**src/rtl/l1_mem_pkg.sv**
```systemverilog
// l1_mem_pkg
// Shared definitions for the L1 memory arbiter slice: arbiter FSM state
// encoding, default address/data widths and the requester port ids.
package l1_mem_pkg;

  localparam int ADDR_W_DEF = 16;
  localparam int DATA_W_DEF = 128;

  // Requester ids: port 0 is the data cache, port 1 the instruction cache
  localparam logic PORT_D = 1'b0;
  localparam logic PORT_I = 1'b1;

  typedef enum logic [1:0] {
    IDLE   = 2'd0,
    ACCESS = 2'd1,
    RESP   = 2'd2
  } state_t;

endpackage

```
**src/rtl/rr_arbiter2.sv**
```systemverilog
// rr_arbiter2
// Combinational two-way round-robin pick.
// Ports:
//   r0, r1      in  request from port 0 / port 1
//   last_grant  in  id of the port served most recently
//   grant       out id of the chosen port (meaningful when valid=1)
//   valid       out at least one port is requesting
module rr_arbiter2
  import l1_mem_pkg::*;
(
  input  logic r0,
  input  logic r1,
  input  logic last_grant,
  output logic grant,
  output logic valid
);

  // A lone requester always wins; on a tie the port that was not served
  // last goes next, which makes back-to-back contention alternate.
  always_comb begin
    grant = PORT_D;
    valid = r0 | r1;
    if (r0 && r1) begin
      grant = ~last_grant;
    end else if (r1) begin
      grant = PORT_I;
    end
  end

endmodule

```
**src/rtl/l1_mem_arbiter.sv**
```systemverilog
// l1_mem_arbiter
// Shares one block-wide data memory between the L1 dcache (port 0) and the
// L1 icache (port 1). One access at a time, round-robin between the two,
// with a forced strobe-low cycle after every access and a watchdog that
// aborts accesses the memory never completes.
// Ports:
//   clock, reset                     rising-edge clock, synchronous active-high reset
//   p0_ren/p0_wen/p0_addr/p0_din     dcache request (level, held until p0_done)
//   p0_dout/p0_done                  dcache read data and one-cycle completion pulse
//   p1_ren/p1_addr                   icache read request
//   p1_dout/p1_done                  icache read data and one-cycle completion pulse
//   mem_ren/mem_wen/mem_addr/mem_din memory strobes, address and write data
//   mem_ready/mem_done/mem_dout      memory idle flag, completion and read data
//   err_timeout                      sticky watchdog flag, cleared only by reset
module l1_mem_arbiter
  import l1_mem_pkg::*;
#(
  parameter int ADDR_W  = ADDR_W_DEF,
  parameter int DATA_W  = DATA_W_DEF,
  parameter int TIMEOUT = 1023
) (
  input  logic              clock,
  input  logic              reset,
  input  logic              p0_ren,
  input  logic              p0_wen,
  input  logic [ADDR_W-1:0] p0_addr,
  input  logic [DATA_W-1:0] p0_din,
  output logic [DATA_W-1:0] p0_dout,
  output logic              p0_done,
  input  logic              p1_ren,
  input  logic [ADDR_W-1:0] p1_addr,
  output logic [DATA_W-1:0] p1_dout,
  output logic              p1_done,
  output logic              mem_ren,
  output logic              mem_wen,
  output logic [ADDR_W-1:0] mem_addr,
  output logic [DATA_W-1:0] mem_din,
  input  logic              mem_ready,
  input  logic              mem_done,
  input  logic [DATA_W-1:0] mem_dout,
  output logic              err_timeout
);

  // The counter only has to reach TIMEOUT-1: ACCESS lasts at most TIMEOUT cycles
  localparam int WD_W = (TIMEOUT > 1) ? $clog2(TIMEOUT) : 1;
  localparam logic [WD_W-1:0] WD_LAST = (TIMEOUT > 0) ? WD_W'(TIMEOUT - 1) : '0;

  state_t            state;
  state_t            state_nxt;
  logic              last_grant;
  logic              grant_id;
  logic              op_wr;
  logic [ADDR_W-1:0] addr_q;
  logic [DATA_W-1:0] din_q;
  logic [DATA_W-1:0] dout0_q;
  logic [DATA_W-1:0] dout1_q;
  logic [WD_W-1:0]   wd_cnt;
  logic              err_q;
  logic              rr_grant;
  logic              rr_valid;
  logic              grant_now;
  logic              wd_expire;

  rr_arbiter2 u_rr (
    .r0         (p0_ren | p0_wen),
    .r1         (p1_ren),
    .last_grant (last_grant),
    .grant      (rr_grant),
    .valid      (rr_valid)
  );

  assign grant_now = (state == IDLE) && mem_ready && rr_valid;
  assign wd_expire = (TIMEOUT != 0) && (wd_cnt == WD_LAST);

  // State register; reset abandons any access in flight without a done pulse.
  always_ff @(posedge clock) begin
    if (reset) begin
      state <= IDLE;
    end else begin
      state <= state_nxt;
    end
  end

  // Next-state logic. A completion in the same cycle as watchdog expiry
  // still counts as a normal completion.
  always_comb begin
    state_nxt = state;
    case (state)
      IDLE:    if (grant_now) state_nxt = ACCESS;
      ACCESS:  if (mem_done || wd_expire) state_nxt = RESP;
      RESP:    state_nxt = IDLE;
      default: state_nxt = IDLE;
    endcase
  end

  // Outputs decode from registered state and latched op only, so strobes
  // never depend combinationally on requester or memory inputs. RESP keeps
  // both strobes low, giving the memory its mandatory gap.
  always_comb begin
    mem_ren = (state == ACCESS) && !op_wr;
    mem_wen = (state == ACCESS) && op_wr;
    p0_done = (state == RESP) && (grant_id == PORT_D);
    p1_done = (state == RESP) && (grant_id == PORT_I);
  end

  assign mem_addr    = addr_q;
  assign mem_din     = din_q;
  assign p0_dout     = dout0_q;
  assign p1_dout     = dout1_q;
  assign err_timeout = err_q;

  // Request latch, read-data capture, fairness pointer and watchdog.
  // last_grant resets to the icache so the dcache wins the first tie.
  // A p0 request with both ren and wen set is treated as a write.
  always_ff @(posedge clock) begin
    if (reset) begin
      last_grant <= PORT_I;
      grant_id   <= PORT_D;
      op_wr      <= 1'b0;
      addr_q     <= '0;
      din_q      <= '0;
      dout0_q    <= '0;
      dout1_q    <= '0;
      wd_cnt     <= '0;
      err_q      <= 1'b0;
    end else begin
      case (state)
        IDLE: begin
          wd_cnt <= '0;
          if (grant_now) begin
            grant_id <= rr_grant;
            op_wr    <= (rr_grant == PORT_D) && p0_wen;
            addr_q   <= (rr_grant == PORT_D) ? p0_addr : p1_addr;
            din_q    <= (rr_grant == PORT_D) ? p0_din : '0;
          end
        end
        ACCESS: begin
          wd_cnt <= wd_cnt + WD_W'(1);
          if (mem_done) begin
            if (!op_wr) begin
              if (grant_id == PORT_D) dout0_q <= mem_dout;
              else                    dout1_q <= mem_dout;
            end
          end else if (wd_expire) begin
            err_q <= 1'b1;
          end
        end
        RESP: begin
          last_grant <= grant_id;
          wd_cnt     <= '0;
        end
        default: wd_cnt <= '0;
      endcase
    end
  end

endmodule

```
**config.mk**
```make
export PLATFORM = sky130hd
export DESIGN_NAME = l1_mem_arbiter
export DESIGN_NICKNAME = d
export VERILOG_FILES = /design/src/rtl/l1_mem_pkg.sv /design/src/rtl/rr_arbiter2.sv /design/src/rtl/l1_mem_arbiter.sv
export SDC_FILE = /design/constraint.sdc
export NUM_CORES = 1
export LEC_CHECK = 0
export ABC_AREA = 1
export CORE_AREA = 4 4 267 269
export DETAILED_ROUTE_END_ITERATION = 7
export DIE_AREA = 0 0 271 273
export PLACE_DENSITY = 0.51
export SLEW_MARGIN = 20
export SYNTH_ARGS = -nofsm -noshare
export SYNTH_HDL_FRONTEND = slang
export SYNTH_HIERARCHICAL = 1
export SYNTH_SLANG_ARGS = --single-unit
```
**constraint.sdc**
```tcl
create_clock -name clock -period 1.8 [get_ports clock]
set_input_delay 0.45 -clock clock [delete_from_list [all_inputs] [get_ports clock]]
set_output_delay 0.45 -clock clock [all_outputs]
set_load 0.05 [all_outputs]
```
Word-level counts from Yosys, hierarchy flattened. Index checks and enable logic that the tools add are counted.

Add/subtract/negate cells: 1. Eq/ne operators: 5. Mux-type cells: 7. Bitwise operators: 8. Reductions and logical operators: 17.

Operators by type and width (number): $mux W128 (1); $mux W16 (1); $add A10 B1 Y10 const B (1); $eq A10 B10 Y1 const B (1); $logic_and A1 B1 Y1 (8); $reduce_and A4 Y1 (2); $not A1 Y1 (6); $mux W2 (2); $ne A2 B2 Y1 const B (2); $pmux W2 S2 (1); $reduce_and A2 Y1 (2); $reduce_and A3 Y1 (1); $eq A2 B1 Y1 const B (1); $eq A2 B2 Y1 const B (1); $logic_not A2 Y1 (1); $mux W1 (2); $or A1 B1 Y1 (2); $reduce_or A2 Y1 (1); $logic_not A1 Y1 (1); $logic_or A1 B1 Y1 (1).

Bits in registers: 416. Bits of input ports: 295. Output and inout bits: 405. Word-level logic and storage cells: 48.

Depth between registers and ports, before layout.
Word-level depth: 5. Depth in mapped cells: 10. Mapped depth without buffers: 8.

By module. The synthesis kept the hierarchy.

Modules (own cells, without submodules): l1_mem_arbiter (instances 1, cells an instance 1907, area an instance 14895.5 um^2, seq. area each 8328.0 um^2); rr_arbiter2 (instances 1, cells an instance 3, area an instance 15.0 um^2, seq. area each 0.0 um^2).

Worst setup path after synthesis. OpenSTA, ideal clock, no wires.

Path kind: register to output. Start: reg state[1]. End: out p0_done. Data arrival time: 1.304 ns. Data required time: 1.350 ns. Setup slack: 0.046 ns. Cell stages (with the launch flop): 4. Buffers on the path: 0. Cell sequence: dfxtp_1 > inv_1 > or2_2 > nor2_1.

Word-level cells in the longest chain between the ends: 2.

RTL lines: start: declaration (line l1_mem_arbiter.sv:48) `state_t state;`; start signal: assignment (line l1_mem_arbiter.sv:80) `state <= state_nxt;`; $eq A2 B2 Y1 (line l1_mem_arbiter.sv:102) `p0_done = (state == RESP) && (grant_id == PORT_D);`; $logic_and A1 B1 Y1 (line l1_mem_arbiter.sv:102); end: declaration (line l1_mem_arbiter.sv:29) `output logic p0_done,`.

No other way between the ends.

Worst setup path in the final report.
Start: reg state[1]. End: out p1_done.

Word-level cells in the longest chain between the ends: 2.

RTL lines: $eq A2 B2 Y1 (line l1_mem_arbiter.sv:103) `p1_done = (state == RESP) && (grant_id == PORT_I);`; $logic_and A1 B1 Y1 (line l1_mem_arbiter.sv:103); end: declaration (line l1_mem_arbiter.sv:33) `output logic p1_done,`.

No other way between the ends.

==> metrics.cfg <==
[run_status]
status = finished, violations left
violations = setup timing

[timing]
slew_viol_final = 0
max_freq_mhz = 525
tightest_slew_ps = 390
layout_setup_ws_ps = -103
rsz0062_at_grt = yes
max_slew_margin = 0.740
clock_skew_ps = 24.3
hold_viol_final = 0
setup_viol = 4
finalCritPeriodShare = 1.06
worst_hold_slack_ps = 348
finalCriticalPeriod_ps = 1900
totalNegativeSetupSlack_ps = -225

[worst_hold_path]
hold_class = input pin to flop

[pwr]
leakage_uw = 0.00982
power_frac_seq = 0.406
p_sw_frac = 0.298
clockPowerShare = 0.400
p_int_uw = 17200
power_frac_comb = 0.194
irDropWorstVdd_uv = 634
p_switching_uw = 7300
power_density_mw_per_mm2 = 1010

[place]
place_hpwl_mm = 52.2
gp_congestion = 0.849
numPortBuffers = 699

[setup_path]
cp-start-kind = flop
critPathKind = flop to output pin
cp_max_fo = 4
cp.required_ps = 1350
worstPathArrival_ps = 1450
setup.worst_path.end_class = output pin

[global_route]
grt_util_all_layers = 0.172
grt_pass1_vias = 15100
grt-ovfl-total = 0
grt_max_degree = 65
grt_pass1_wl_mm = 97.4
antenna_found_initial = 13

[synth]
synthSimpleGateAreaFrac = 0.242
synthMuxAreaShare = 0
ys_ff_latch = 416
synth_top_family_by_area = simple AND/OR/NAND/NOR gates
synth_fp_nets = 2207
synth.area.top_cells = dfxtp_1 56%, nor2_1 14%, o21ai_0 8.5%, nand2_1 5.0%, a21oi_1 4.6%
synthAdderAreaFrac = 0.00168
synth.distinct_cells = 25
syn_area_mm2 = 0.0149
synth_compound_area_frac = 0.138
syn_avg_cell_area_um2 = 7.81
yosysWarnings = 6
synthXorXnorAreaFrac = 0.00117
yosysTopAreaCellShare = 0.559
ys_seq_area_frac = 0.559
yosysTopAreaCell = dfxtp_1
syn-instance-count = 1910

[drt]
first_iter_violations = 816
drc = 0
routedLengthMet1_mm = 25.4
wire_per_inst_um = 18.8
drtPass1Iterations = 5
vias = 15500
routed.top_layer = met5
routed_via_density = 4.32
drt-total-wl_mm = 67.2
met2WireLength_mm = 32.5
detail-route-antenna-nets = 0
met3_length_mm = 7.27

[floorplanning]
core_mm2 = 0.0686
die_area_mm2 = 0.0740
rows = 96
die_w_um = 271
die_y_um = 273
initial_core_util = 0.217
ios = 700

[final_layout]
area_delta_synth_final_pct = 62.8
drive_gt1_frac = 0.224
final_nets = 2895

[clock_tree]
cts-root-buf = clkbuf_16
clkTransAtPathRegs_ps = 60
cts_tree = yes
cts_made_buffers = 50
clock-sinks = 416
ctsHtreeMaxLevel = 2
insertion_delay_ps = 590
clock_path_buffers = 3
ctsHoldBuffers = 0

[job]
cap_violations = 0

[worst max-delay path: stages, from the launching register on]
cell	delay (ps)
dfxtp_2	330
inv_2	40
or2_4	260
nor2_4	110
buf_12	140
[metrics by stage]
step | setup slack, ps | cells | total power, uW | util | area (um2)
floorplan | 45.7 | 1910 | 12800 | - | 14900
global placement | -505 | 3475 | 14900 | 0.330 | 22600
detailed placement | -518 | 3475 | 14900 | 0.330 | 22600
CTS | -159 | 3565 | 24900 | 0.354 | 24200
global route | -181 | 3573 | 25600 | 0.354 | 24300
finish | -103 | 3574 | 24500 | 0.354 | 24300
[sequential cells by signal (all words and copies together), names as in the netlist]
register / cells
state: 2
grant_id: 1
wd_cnt: 10
op_wr: 1
mem_addr: 16
last_grant: 1
err_timeout: 1
p0_dout: 128
mem_din: 128
p1_dout: 128
[what timing repair did]
| item | in CTS | in global routing |
|---|---|---|
| gates cloned | 0 | 0 |
| resized for setup | 13 | 1 |
| pin swaps | 0 | 0 |
| endpoints found under the setup margin | 4 | 10 |
| buffers inserted | 0 | 2 |
[cells in the mapped netlist, drive strengths merged]
cell,count
a21oi,138
buf,77
clkbuf,72
dfxtp,416
ha,2
inv,22
nand2,199
nand3,136
nand3b,2
nand4,2
nor2,563
nor3,1
o21ai,274
or2,4
xnor2,2
[routing by layer]
metal,vias up,GRT usage
li1,7598,-
met1,7119,0.191
met2,629,0.292
met3,99,0.0767
met4,10,0.0596
met5,-,0
[area by class of cell]
type	count	area, um2
antenna	7	17.5
clock buffer	73	1420
clock inverter	17	170
fill	7104	44300
inverter	22	100
multi-input combinational	1323	5780
sequential	416	8330
tap	931	1160
timing repair buffer	785	7300
[path summary, 6_finish.rpt]
check	from	endpoint	slack (ps)	cells after the start
worst min register to register	wd_cnt[0]$_SDFF_PP0_	wd_cnt[0]$_SDFF_PP0_	450	1
worst max-delay path	state[1]$_SDFFE_PP0P_	p1_done	-100	4
worst min-delay path	reset	wd_cnt[7]$_SDFF_PP0_	350	4
worst max register to register	state[0]$_SDFFE_PP0P_	p1_dout[84]$_SDFFE_PP0P_	180	8
[power by group through the flow]
stage / clock, uW / sequential, uW / combinational [uW]
after floorplan: 0 / 11600 / 1170
after global placement: 0 / 10100 / 4760
after detailed placement: 0 / 10100 / 4770
after CTS: 10100 / 9940 / 4790
after global routing: 10500 / 9990 / 5070
final: 9800 / 9940 / 4750
[logic make-up (layout without fill, tap and decap cells)]
| family | Yosys count | in the layout |
|---|---|---|
| and+or+nand+nor | 907 | 907 |
| DFF | 416 | 416 |
| AOI/OAI and AO/OA | 412 | 412 |
| buffers and inverters | 171 | 897 |
| adders and majority gates | 2 | 2 |
| xor gates and xnor gates | 2 | 2 |
| other | 0 | 7 |
[placed cells by master, fill, tap and decap left out, types with 5 or more instances in the layout]
cell type	Yosys	layout
a21oi_1	138	137
o21ai_0	253	253
diode_2	0	7
nand3_1	134	134
buf_12	0	54
dfxtp_1	416	413
clkbuf_8	0	8
inv_1	16	15
inv_6	0	5
nor2_1	562	558
clkbuf_1	49	15
clkbuf_16	0	50
clkdlybuf4s50_1	0	293
clkinv_2	0	7
nand2_1	198	197
o21ai_1	21	21
buf_4	37	438
(Power assumes the default switching activity.)
